**src/rtl/tt_sweep_pkg.sv**
```systemverilog
// Shared types and sizing helpers for the truth-table sweeper.
// Optional golden-table compare is enabled with the TT_COMPARE_EN macro.
package tt_sweep_pkg;

  typedef enum logic [1:0] {
    IDLE   = 2'd0,
    DRIVE  = 2'd1,
    SAMPLE = 2'd2,
    DONE   = 2'd3
  } state_e;

  localparam int unsigned N_IN_DFLT = 4;
  localparam int unsigned TABLE_W   = 2 ** N_IN_DFLT;

  function automatic int unsigned table_w(input int unsigned n_in);
    return 1 << n_in;
  endfunction

  // Hold counter must be able to hold the value HOLD_CYCLES itself.
  function automatic int unsigned hold_w(input int unsigned hold_cycles);
    return (hold_cycles < 1) ? 1 : $clog2(hold_cycles + 1);
  endfunction

endpackage

```
**src/rtl/tt_hold_timer.sv**
```systemverilog
// Hold timer: counts enabled cycles since clear; expire marks the
// HOLD_CYCLES-th enabled cycle.
module tt_hold_timer
  import tt_sweep_pkg::*;
#(
  parameter int unsigned HOLD_CYCLES = 2
) (
  input  logic clk,
  input  logic rst,
  input  logic clear,
  input  logic en,
  output logic expire
);

  localparam int unsigned CW = hold_w(HOLD_CYCLES);
  localparam logic [CW-1:0] LAST = CW'(HOLD_CYCLES - 1);

  logic [CW-1:0] cnt_q, cnt_d;

  always_comb begin
    cnt_d = cnt_q;
    if (clear) begin
      cnt_d = '0;
    end else if (en) begin
      cnt_d = cnt_q + 1'b1;
    end
  end

  always_ff @(posedge clk) begin
    if (rst) begin
      cnt_q <= '0;
    end else begin
      cnt_q <= cnt_d;
    end
  end

  assign expire = en && (cnt_q == LAST);

endmodule

```
**src/rtl/truth_table_sweeper.sv**
```systemverilog
// Sweeps all 2**N_IN input vectors into a combinational DUT and records f_in
// into table_out. Define TT_COMPARE_EN to add golden-table error counting.
module truth_table_sweeper
  import tt_sweep_pkg::*;
#(
  parameter int unsigned N_IN        = 4,
  parameter int unsigned HOLD_CYCLES = 2
) (
  input  logic                 clk,
  input  logic                 rst,
  input  logic                 start,
  output logic [N_IN-1:0]      vec,
  output logic                 vec_valid,
  input  logic                 f_in,
  output logic                 sample,
  output logic                 busy,
  output logic                 done,
  output logic [2**N_IN-1:0]   table_out
`ifdef TT_COMPARE_EN
  ,
  input  logic [2**N_IN-1:0]   expected,
  output logic                 mismatch,
  output logic [N_IN:0]        err_count
`endif
);

  localparam int unsigned TW = table_w(N_IN);

  state_e          state_q, state_d;
  logic [N_IN-1:0] vec_q, vec_d;
  logic [TW-1:0]   table_q, table_d;
  logic            start_q;
  logic            accept;
  logic            tmr_clear, tmr_en, tmr_expire;

  // start is registered, so a request is acted on one edge after it is seen;
  // this sets the start-to-done latency at 1 + 2**N_IN*(HOLD_CYCLES+1).
  assign accept = start_q && ((state_q == IDLE) || (state_q == DONE));

  tt_hold_timer #(
    .HOLD_CYCLES(HOLD_CYCLES)
  ) u_hold (
    .clk   (clk),
    .rst   (rst),
    .clear (tmr_clear),
    .en    (tmr_en),
    .expire(tmr_expire)
  );

  always_comb begin
    state_d   = state_q;
    vec_d     = vec_q;
    table_d   = table_q;
    tmr_clear = 1'b0;
    tmr_en    = 1'b0;
    unique case (state_q)
      IDLE, DONE: begin
        if (accept) begin
          state_d   = DRIVE;
          vec_d     = '0;
          table_d   = '0;
          tmr_clear = 1'b1;
        end
      end
      DRIVE: begin
        tmr_en = 1'b1;
        if (tmr_expire) begin
          state_d = SAMPLE;
        end
      end
      SAMPLE: begin
        table_d[vec_q] = f_in;
        tmr_clear      = 1'b1;
        if (vec_q == '1) begin
          state_d = DONE;
        end else begin
          vec_d   = vec_q + 1'b1;
          state_d = DRIVE;
        end
      end
      default: state_d = IDLE;
    endcase
  end

  always_ff @(posedge clk) begin
    if (rst) begin
      state_q <= IDLE;
      vec_q   <= '0;
      table_q <= '0;
      start_q <= 1'b0;
    end else begin
      state_q <= state_d;
      vec_q   <= vec_d;
      table_q <= table_d;
      start_q <= start;
    end
  end

  assign vec       = vec_q;
  assign busy      = (state_q == DRIVE) || (state_q == SAMPLE);
  assign vec_valid = busy;
  assign sample    = (state_q == SAMPLE);
  assign done      = (state_q == DONE);
  assign table_out = table_q;

`ifdef TT_COMPARE_EN
  logic [N_IN:0] err_q, err_d;

  always_comb begin
    err_d = err_q;
    if (accept) begin
      err_d = '0;
    end else if ((state_q == SAMPLE) && (f_in != expected[vec_q]) && (err_q != '1)) begin
      err_d = err_q + 1'b1;
    end
  end

  always_ff @(posedge clk) begin
    if (rst) begin
      err_q <= '0;
    end else begin
      err_q <= err_d;
    end
  end

  assign err_count = err_q;
  assign mismatch  = (err_q != '0);
`endif

endmodule

```
**config.mk**
```make
export PLATFORM = sky130hd
export DESIGN_NAME = truth_table_sweeper
export DESIGN_NICKNAME = d
export VERILOG_FILES = /design/src/rtl/tt_sweep_pkg.sv /design/src/rtl/tt_hold_timer.sv /design/src/rtl/truth_table_sweeper.sv
export SDC_FILE = /design/constraint.sdc
export NUM_CORES = 1
export LEC_CHECK = 0
export BUFFER_PORTS_ARGS = -buffer_cell sky130_fd_sc_hd__buf_2
export CAP_MARGIN = 20
export CORE_MARGIN = 5
export CORE_UTILIZATION = 45
export CTS_BUF_LIST = sky130_fd_sc_hd__clkbuf_8 sky130_fd_sc_hd__clkbuf_16
export CTS_CLUSTER_SIZE = 24
export DETAILED_ROUTE_END_ITERATION = 8
export MAX_ROUTING_LAYER = met4
export PLACE_DENSITY = 0.81
export SLEW_MARGIN = 10
export SYNTH_ARGS = -nofsm -noshare
export SYNTH_HDL_FRONTEND = slang
export SYNTH_SLANG_ARGS = --single-unit
```
**constraint.sdc**
```tcl
create_clock -name clk -period 1.6 [get_ports clk]
set_clock_uncertainty 0.2 [all_clocks]
set_input_delay 0.08 -clock clk [delete_from_list [all_inputs] [get_ports clk]]
set_output_delay 0.08 -clock clk [all_outputs]
set_load 0.01 [all_outputs]
```
# --- After elaboration in Yosys (flattened, before gate mapping) ---
# Index checks and enable logic that the tools add are counted.
totals:
  word_cells: 44
  input_bits: 4
  regBits: 25
  output_inout_bits: 24
op_classes:
  reduce_logical: 12
  add_sub_neg: 2
  n_mux: 15
  order_cmp: 2
  n_eq_ne: 8
ops:
  columns: ["operator", "count"]
  rows:
  - ["case mux 16 bit (2 select lines)", 1]
  - ["bitwise mux 16 bit", 1]
  - ["two-way mux 16 bit", 1]
  - ["two-way mux 4 bit", 2]
  - ["case mux 4 bit (2 select lines)", 1]
  - ["two-way mux 2 bit", 3]
  - ["inequality test 2 bit, second input constant", 3]
  - ["case mux 2 bit (3 select lines)", 1]
  - ["< comparator 4 x 5 -> 1 bit, second input constant", 1]
  - ["adder 4 x 1 -> 4 bit, second input constant", 1]
  - ["demux 1 bit (select 4 bit)", 1]
  - ["== test 2 x 1 -> 1 bit, second input constant", 2]
  - ["== test 2 bit, second input constant", 2]
  - ["== test 4 bit, second input constant", 1]
  - ["greater-or-equal comparator 4 x 1 -> 1 bit, second input constant", 1]
  - ["AND reduction 2 bit", 2]
  - ["OR reduction 2 bit", 2]
  - ["logical AND 1 bit", 3]
  - ["two-way mux 1 bit", 3]
  - ["AND reduction 3 bit", 1]
  - ["adder 2 x 1 -> 2 bit, second input constant", 1]
  - ["logical NOT 2 bit", 1]
  - ["logical OR 1 bit", 2]
  - ["case mux 1 bit (2 select lines)", 1]
  - ["nonzero test 2 bit", 1]

# --- Longest topological paths before layout ---
# Gate-level depths: netlist of run 1.
logic_depth:
  word_depth: 6
  mapped_depth: 7
  mapped_depth_nobuf: 5

# --- By module ---
# Synthesis of run 1 repeated with hierarchy kept, for this count alone.
unflattened:
  hier_cells: 162
  hier_area_um2: 1418.9
by_module_without_submodules:
  columns: ["mod", "instances", "area_each_um2", "seq_area_each_um2", "cells_each"]
  rows:
  - ["truth_table_sweeper", 1, 1317.5, 460.4, 153]
  - ["tt_hold_timer", 1, 101.3, 40.0, 9]

# --- Worst setup path after synthesis of run 1 ---
# OpenSTA, ideal clock, no wires.
synth_path:
  kind: "register to register"
  start: "register state_q[0]"
  end: "register table_q[10] (netlist: table_out[10])"
  path_stages_with_launch: 8
  t_required_ps: 1308
  setup_ps: 92
  t_arrival_ps: 1479
  path_buffers: 2
  period_less_slack_ps: 1771
  path_slack_ps: -171
  cell_sequence: "dfxtp_1 -> inv_1 -> ha_1 -> buf_6 -> mux2i_4 -> buf_6 -> a21oi_1 -> o32ai_1"
synth_via:
  elab_chain_cells: 5
  word_cells_on_any_way: 10
  classes_between: "eq/ne (3); mux (1); reduce/logical (6)"
synth_rtl:
  columns: ["element", "line", "source"]
  rows:
  - ["start, declared", "truth_table_sweeper.sv:29", "state_e state_q, state_d;"]
  - ["start signal, assigned", "truth_table_sweeper.sv:92", "state_q <= state_d;"]
  - ["== test 2 bit / logical NOT 2 bit (equally long branches)", "truth_table_sweeper.sv:38, truth_table_sweeper.sv:56", null]
  - ["logical OR 1 bit", "truth_table_sweeper.sv:38", "assign accept = start_q && ((state_q == IDLE) || (state_q == DONE));"]
  - ["logical AND 1 bit", "truth_table_sweeper.sv:38", null]
  - ["inequality test 2 bit (no line)", null, null]
  - ["AND reduction 2 bit (no line)", null, null]
  - ["end signal, assigned", "truth_table_sweeper.sv:94", "table_q <= table_d;"]
  - ["end, declared", "truth_table_sweeper.sv:31", "logic [TW-1:0] table_q, table_d;"]
# Several ways; a longest one is shown, not always the timed one.
# A chain may end at the register's enable or synchronous reset.

# --- Worst setup path in the final report of run 1 ---
layout_path:
  start: "register state_q[0]"
  end: "register table_q[12] (netlist: table_out[12])"
# Same word-level chain as after synthesis.

==> results of run 1 <==
timing repair:
action	in CTS	in global routing
setup buffers	0	8
endpoints found under the hold margin	7	0
hold buffers	4	0
gates resized for setup	0	17
pin swaps	0	7
endpoints found under the setup margin	16	28
worst max-delay path, cell delays in order, from the launching register on:
cell and delay, ns:
dfxtp_2 0.34, inv_2 0.05, ha_4 0.29, mux2i_4 0.25, buf_12 0.14, buf_8 0.12
a21oi_1 0.06, o32ai_1 0.22
cell usage after synthesis:
| cell type | n | area (um2) |
|---|---|---|
| or3b_2 | 4 | 35.0 |
| ha_1 | 9 | 113 |
| nand2_1 | 1 | 3.75 |
| and3_1 | 1 | 6.26 |
| mux2_2 | 1 | 11.3 |
| o31ai_1 | 1 | 7.51 |
| dfxtp_1 | 25 | 500 |
| mux2i_4 | 1 | 22.5 |
| a211oi_1 | 1 | 7.51 |
| nand4b_1 | 1 | 8.76 |
| clkbuf_1 | 4 | 15.0 |
| nor2b_1 | 4 | 25.0 |
| o21a_1 | 1 | 7.51 |
| nand3b_1 | 10 | 75.1 |
| nand3_1 | 8 | 40.0 |
| nand4_1 | 8 | 50.1 |
| or3_1 | 3 | 18.8 |
| mux2i_1 | 1 | 10.0 |
| buf_4 | 2 | 15.0 |
| nor2_1 | 1 | 3.75 |
| a21oi_2 | 1 | 8.76 |
| clkbuf_8 | 1 | 13.8 |
| inv_1 | 23 | 86.3 |
| nand2b_1 | 3 | 18.8 |
| o211ai_1 | 1 | 7.51 |
| o41ai_1 | 1 | 8.76 |
| o32ai_1 | 16 | 140 |
| buf_6 | 2 | 22.5 |
| and4_1 | 1 | 8.76 |
| buf_2 | 5 | 25.0 |
| o21ai_0 | 2 | 10.0 |
| a21oi_1 | 23 | 115 |
| o22ai_1 | 1 | 6.26 |
kinds of logic after synthesis:
| logic type | count (synthesis) | share of synthesized area, % |
|---|---|---|
| AOI/OAI and AO/OA | 48 | 22.0 |
| and+or+nand+nor | 45 | 20.3 |
| buffers and inverters | 37 | 12.3 |
| DFF | 25 | 34.6 |
| adders and majority gates | 9 | 7.78 |
| muxes | 3 | 3.02 |
state kept, by name, indices dropped and copies added, names as in the netlist:
name,count
start_q,1
state_q,2
table_out,16
u_hold.cnt_q,2
vec,4
worst max-delay path by stage:
stage	from	cells past startpoint	to
6_report	state_q[0]$_SDFFE_PP0P_	7	table_out[12]$_SDFFE_PP0P_
5_1_grt	state_q[0]$_SDFFE_PP0P_	6	table_out[5]$_SDFFE_PP0P_
4_1_cts	state_q[0]$_SDFFE_PP0P_	6	table_out[6]$_SDFFE_PP0P_
3_5_place_dp	state_q[0]$_SDFFE_PP0P_	6	table_out[6]$_SDFFE_PP0P_
3_3_place_gp	state_q[0]$_SDFFE_PP0P_	6	table_out[0]$_SDFFE_PP0P_
2_1_floorplan	state_q[0]$_SDFFE_PP0P_	7	table_out[10]$_SDFFE_PP0P_
layer usage:
metal  share of wire [%]  vias to the layer above
met5                   0                        -
met4                 1.8                        0
met3                 5.5                        9
met2                  51                       42
met1                  42                      699
li1                    -                      711
area by class of cell:
class / count / area (um2) / share of cell area [%]
sequential: 25 / 512 / 26.1
timing repair buffer: 61 / 430 / 21.9
tap: 44 / 55.1 / 2.80
multi-input combinational: 105 / 835 / 42.5
inverter: 23 / 86.3 / 4.39
clock buffer: 3 / 41.3 / 2.10
clock inverter: 1 / 5.00 / 0.255
through the flow:
| step | setup WS, ns | instances | power (uW) |
|---|---|---|---|
| after floorplan | -0.109 | 167 | 982 |
| after global placement | -0.0262 | 246 | 1100 |
| after detailed placement | -0.0812 | 246 | 1110 |
| after CTS | -0.105 | 254 | 1500 |
| after global routing | -0.223 | 262 | 1670 |
| final | -0.150 | 262 | 1590 |
power groups by stage:
| stage | clock network (uW) | registers, uW | logic, uW |
|---|---|---|---|
| global route | 411 | 664 | 596 |
| detailed placement | 0 | 673 | 437 |
| finish | 382 | 660 | 551 |
| global placement | 0 | 671 | 424 |
| CTS | 388 | 659 | 448 |
| floorplan | 0 | 672 | 310 |
==> results.txt, run 1 <==
The run finished, with violations left. The checks that failed: negative setup slack. At the end of the flow, the number of nets in the layout was 232. Setup repair after global routing could not meet its margin everywhere. The top cell types in the final layout, fill and taps aside, are 26 x buf_2, 26 x buf_4, 21 x inv_1, 20 x a21oi_1, 20 x dfxtp_1.

Max-cap violations in this run came to 0. Counting instances, the worst hold path has a depth of 2. Cell internal power was estimated by the tool at 1090 uW. The sequential element share of the synthesized area came out at 34.6%. The tools report the synthesized net count as 180. In this run the cell area of the synthesized design comes to 1450 um2.

For this run, the share of the core covered by cells in the final layout is 63.8%. The first global-routing pass estimated 5.97 mm of wire. In this run the worst path has a maximum fanout of 8. After clock tree synthesis, the clock-pin slew on the worst setup and hold paths is 0.09 ns. The run gives 4450 um2 as the die outline area. The floorplan step set the die width to 66.7 um. The critical path is of the reg2reg type. The post-detailed-route DRC marker count is 0.

The routed layout has 1,461 vias. The number of failing hold endpoints at the final stage was 0. The analysis attributes to net switching a power of 499 uW.

The startpoint identified for the worst hold timing path is table_out[1]$_SDFFE_PP0P_. For the worst flop-to-flop path, the logic depth is 7. Across every metal layer, demand over resource in global routing totals 17.9%.

The logs give 1 for the maximum level of the CTS H-tree and 41.4% for the sequential share of power. The core outline area came out at 3080 um2. The sum of net half-perimeters after detailed placement was 2.64 mm. The post-synthesis area per instance was 8.67 um2; the number of antenna violations at the first check in global routing was 0.

The worst flop-to-flop path startpoint was state_q[0]$_SDFFE_PP0P_. Compared with the post-synthesis result, the final layout area differs by 35.7%. For the worst path required time, the log shows 1.59 ns.

The tools report the power share of the combinational group as 34.6%. For this run, the top clock speed supported by timing is 571 MHz. The number of antenna diodes in the final layout is 0.

For the aggregate routed wire length, the log shows 3.97 mm. Summed over all layers, the global routing overflow is 0. Yosys printed 0 warnings.

The run gives 3 as the TritonCTS buffer count. The share of total power in the clock network was 24.0%; the last weighted congestion value of the routability-driven placer was 0.903. The final-report max-slew violation count was 0.

The largest net degree at the start of global routing was 20; the static leakage was 0.000787 uW. Finished layout cell area: 1960 um2. For hold timing, the worst endpoint is table_out[1]$_SDFFE_PP0P_. In the global route stage, met3 resource usage came out at 4.38%. The initial utilization of the core area, before any placement, comes to 47.0%. The tools report the CTS root buffer as clkbuf_8. The max-slew headroom at the worst pin is 70.9%, and the number of core rows is 20. Setup violations remaining at the end of the flow were counted as 24.

The most used routing layer in global routing was met2. In this run switching power makes up 31.3% of total power. In this run the power density over the cells is 811 nW/um2. The run gives 0 as the residual antenna-violating net count after detailed routing. The count of routing violations after the opening detailed-route iteration was 90; the distinct cell type count after synthesis was 33. The quantity of I/O buffers inserted on ports was 27.

Via count of the first global-routing pass: 1,347. For this design, the sink count on the clock tree is 25. TritonCTS built the clock tree. The tools report the worst hold slack as 0.278 ns. Fill cells in the final layout number 265. The iteration count of the initial detailed-routing pass is 4.

VDD sags by at most 0.640 mV. Counting flops and latches in the post-synthesis netlist gives 25. The kind of end point of the critical path is a register. For the fraction of met2 tracks used by global routing, the log shows 30.6%. At the pin with the least slew margin, the transition time is 0.437 ns. The clock passes through at most 2 buffers. For the insertion delay to the later sink of the worst-skew pair, the log shows 0.27 ns. The run gives -0.15 ns as the slack of the worst reg-to-reg path. The worst hold path belongs to the class reg2reg. Final setup slack of the worst path: -0.150 ns. The arrival time of data at the critical path endpoint is 1.74 ns, and the final period utilization is 109%. In the final timing run, aggregate negative setup slack is -2.37 ns.

The die is 66.7 um tall. Dividing the detail-routed wire length by the instance count gives 15.2 um. After detailed routing, the number of vias per cell comes to 5.58.

Synthesized instance count: 167. The run gives 28 as the number of top-level pins. The worst setup path is launched from a register. For the met1 usage in global routing, the log shows 20.2%.

The endpoint identified for the worst register-to-register timing path is table_out[12]$_SDFFE_PP0P_. In this run the cell area measured after placement is 1750 um2. Counting I/O delays and the setup requirement, the final critical path takes 1.75 ns.

The share of cells above drive strength 1 came out at 39.9%.
Power figures use the tool's default switching activity.
==> inputs of run 2 (changes only) <==
--- a/config.mk
+++ b/config.mk
@@ -13,7 +13,7 @@
 export CTS_CLUSTER_SIZE = 24
 export DETAILED_ROUTE_END_ITERATION = 8
 export MAX_ROUTING_LAYER = met4
-export PLACE_DENSITY = 0.81
+export PLACE_DENSITY = 0.8
 export SLEW_MARGIN = 10
 export SYNTH_ARGS = -nofsm -noshare
 export SYNTH_HDL_FRONTEND = slang
==> run 2 against run 1 <==
  * The flow still finishes with violations (negative setup slack)
  * Flip-flop and latch count stayed put
  * Register-to-register slack better by 0.05 ns
  * Via count is 4.7% lower
  * Sequential power hardly changed
  * Global-route usage is 1.2 points lower
  * Final area is 3.2% lower
  * Cell count is 2.3% lower
  * Fmax is 3.2% higher
==> results.txt, run 2 (synthesis gave the netlist of run 1 again) <==
For the aggregate routed wire length, the log shows 3.56 mm. The largest net degree at the start of global routing is 20, and the post-CTS clock slew at the launch and capture registers of the worst setup and hold paths is 0.09 ns. Across the VDD grid, the largest voltage drop is 0.804 mV. The tool flagged a number of max-cap violations equal to 0.

The library cells used most frequently in the layout, excluding fill and tap cells, are 25 x buf_2, 22 x buf_4, 21 x a21oi_1, 20 x inv_1, 20 x dfxtp_1. The register with the most flip-flops in the layout has 16 of them. The final setup slack of the worst path is -0.0964 ns, and the global-route wire length before repair is 5.59 mm. The die outline area was 4450 um2; the share of the core filled with cells was 61.8%. The static leakage is 0.000762 uW. The tree is rooted in a clkbuf_8. In the routed design, unresolved DRC markers number 0. The flow ran to the end, but the final reports show violations. The number of core rows is 20. At the end of routability-driven placement, the weighted congestion stood at 0.863. Along the worst hold path, the cell count comes to 2. The via count of the first global-routing pass was 1,278; the max-slew headroom at the worst pin was 71.2%. The run gives 2.59 mm as the sum of net half-perimeters after detailed placement. The final reports fail on negative setup slack. The synthesis-to-layout area growth is 31.4%, and the floorplan die height is 66.7 um. TritonCTS created 3 clock buffers.

The cell count of the worst reg-to-reg path works out to 6. The count of buffers added on input and output ports is 27. Timing would allow up to 589 MHz. The logs give 1900 um2 for the finished layout cell area and 0 for the number of failing hold endpoints at the final stage.

The setup-violating endpoint count in the final report was 18. Dividing the detail-routed wire length by the instance count gives 13.9 um. STA classifies the critical path startpoint as a register.

The worst path uses 106% of the clock period. For the arrival time of data at the critical path endpoint, the log shows 1.68 ns. The die width was 66.7 um; the final-report max-slew violation count was 0. The kind of path behind the tightest hold check was reg2reg. Setup repair after global routing could not meet its margin everywhere. Counting along the longest clock path gives a buffer depth of 2.

The detail route stage leaves a number of antenna-violating nets equal to 0. TritonCTS built the clock tree. The detailed-route vias per instance came out at 5.44. The tools report the post-detailed-placement cell area as 1770 um2. The run gives 0 as the number of antenna violations at the first check in global routing. For the total track usage, the log shows 16.7%.

Initial core utilization: 47.0%. Along the worst path, the maximum fanout reaches 16. The worst path in the final design needs a cycle of 1.70 ns, including I/O delays and setup. The slew at the pin closest to its max-slew limit is 0.431 ns. Clock tree synthesis found a total of 25 sinks. Category of the critical setup timing path: reg2reg. STA puts the critical path data required time at 1.58 ns. The worst setup path is captured at a register.

The repair_antennas step left the layout with diodes totalling 0. Iteration count of the initial detailed-routing pass: 4. The insertion delay to the later sink of the worst-skew pair was 0.27 ns; the count of vias placed by the detailed router was 1,393.

The global-route congestion overflow total is 0, and the maximum level of the CTS H-tree is 1. Leaving out fill and tap cells, the most frequent cell in the layout is buf_2. The total chip power is 1570 uW, and the number of top-level pins is 28. For this block, the initial DRC count from the detailed router was 67. The logs give 3080 um2 for the core outline area and 226 for the final-stage net count. The total power per unit cell area works out to 826 nW/um2.

The share of cells above drive strength 1 is 37.3%.
[run 2: area by class of cell]
class                   count  area [um2]
inverters                  23        88.8
fillers                   290        1180
repair buffers             55         385
clock buffers               3        41.3
flip-flops and latches     25         512
clock inverters             1        6.26
well taps                  44        55.1
multi-input cells         105         813
[run 2: path summary, 6_finish.rpt]
kind	startpoint	to	slack, ns
worst max-delay path	state_q[0]$_SDFFE_PP0P_	table_out[6]$_SDFFE_PP0P_	-0.1
worst min-delay path	table_out[0]$_SDFFE_PP0P_	table_out[0]$_SDFFE_PP0P_	0.27
worst max register to register	state_q[0]$_SDFFE_PP0P_	table_out[6]$_SDFFE_PP0P_	-0.1
worst min register to register	table_out[0]$_SDFFE_PP0P_	table_out[0]$_SDFFE_PP0P_	0.27
[run 2: critical path, stage by stage (launching register included)]
cell and delay [ns]:
dfxtp_2 0.34, inv_2 0.05, ha_4 0.31, mux2i_4 0.26
buf_12 0.16, a21oi_1 0.05, o32ai_1 0.23
[run 2: layer usage]
layer | share of wire, % | wire length, um | track usage, %
met5 | 0 | 0 | -
met4 | 0.82 | 29 | 4.31
met3 | 5.7 | 202 | 4.05
met2 | 50 | 1770 | 28.7
met1 | 44 | 1560 | 19.3
[run 2: timing repair]
| item | 4_1_cts | 5_1_grt |
|---|---|---|
| hold buffers | 3 | 0 |
| pin swaps | 0 | 3 |
| resized for setup | 0 | 14 |
| setup endpoints to repair | 16 | 27 |
| buffers inserted | 0 | 1 |
| hold endpoints to repair | 7 | 0 |
[run 2: metrics by stage]
| step | setup TNS (ns) | cells | hold WS (ns) | worst slack (ns) |
|---|---|---|---|---|
| after global placement | -0.119 | 248 | 0.0880 | -0.0264 |
| after CTS | -1.08 | 255 | 0.281 | -0.100 |
| after detailed placement | -0.713 | 248 | 0.108 | -0.0775 |
| after floorplan | -0.973 | 167 | 0.00818 | -0.109 |
| final | -1.10 | 256 | 0.274 | -0.0964 |
| after global routing | -2.76 | 256 | 0.291 | -0.174 |
[run 2: where the power goes]
part,switching (uW),internal [uW]
clock,209,178
combinational,254,269
sequential,19.6,641
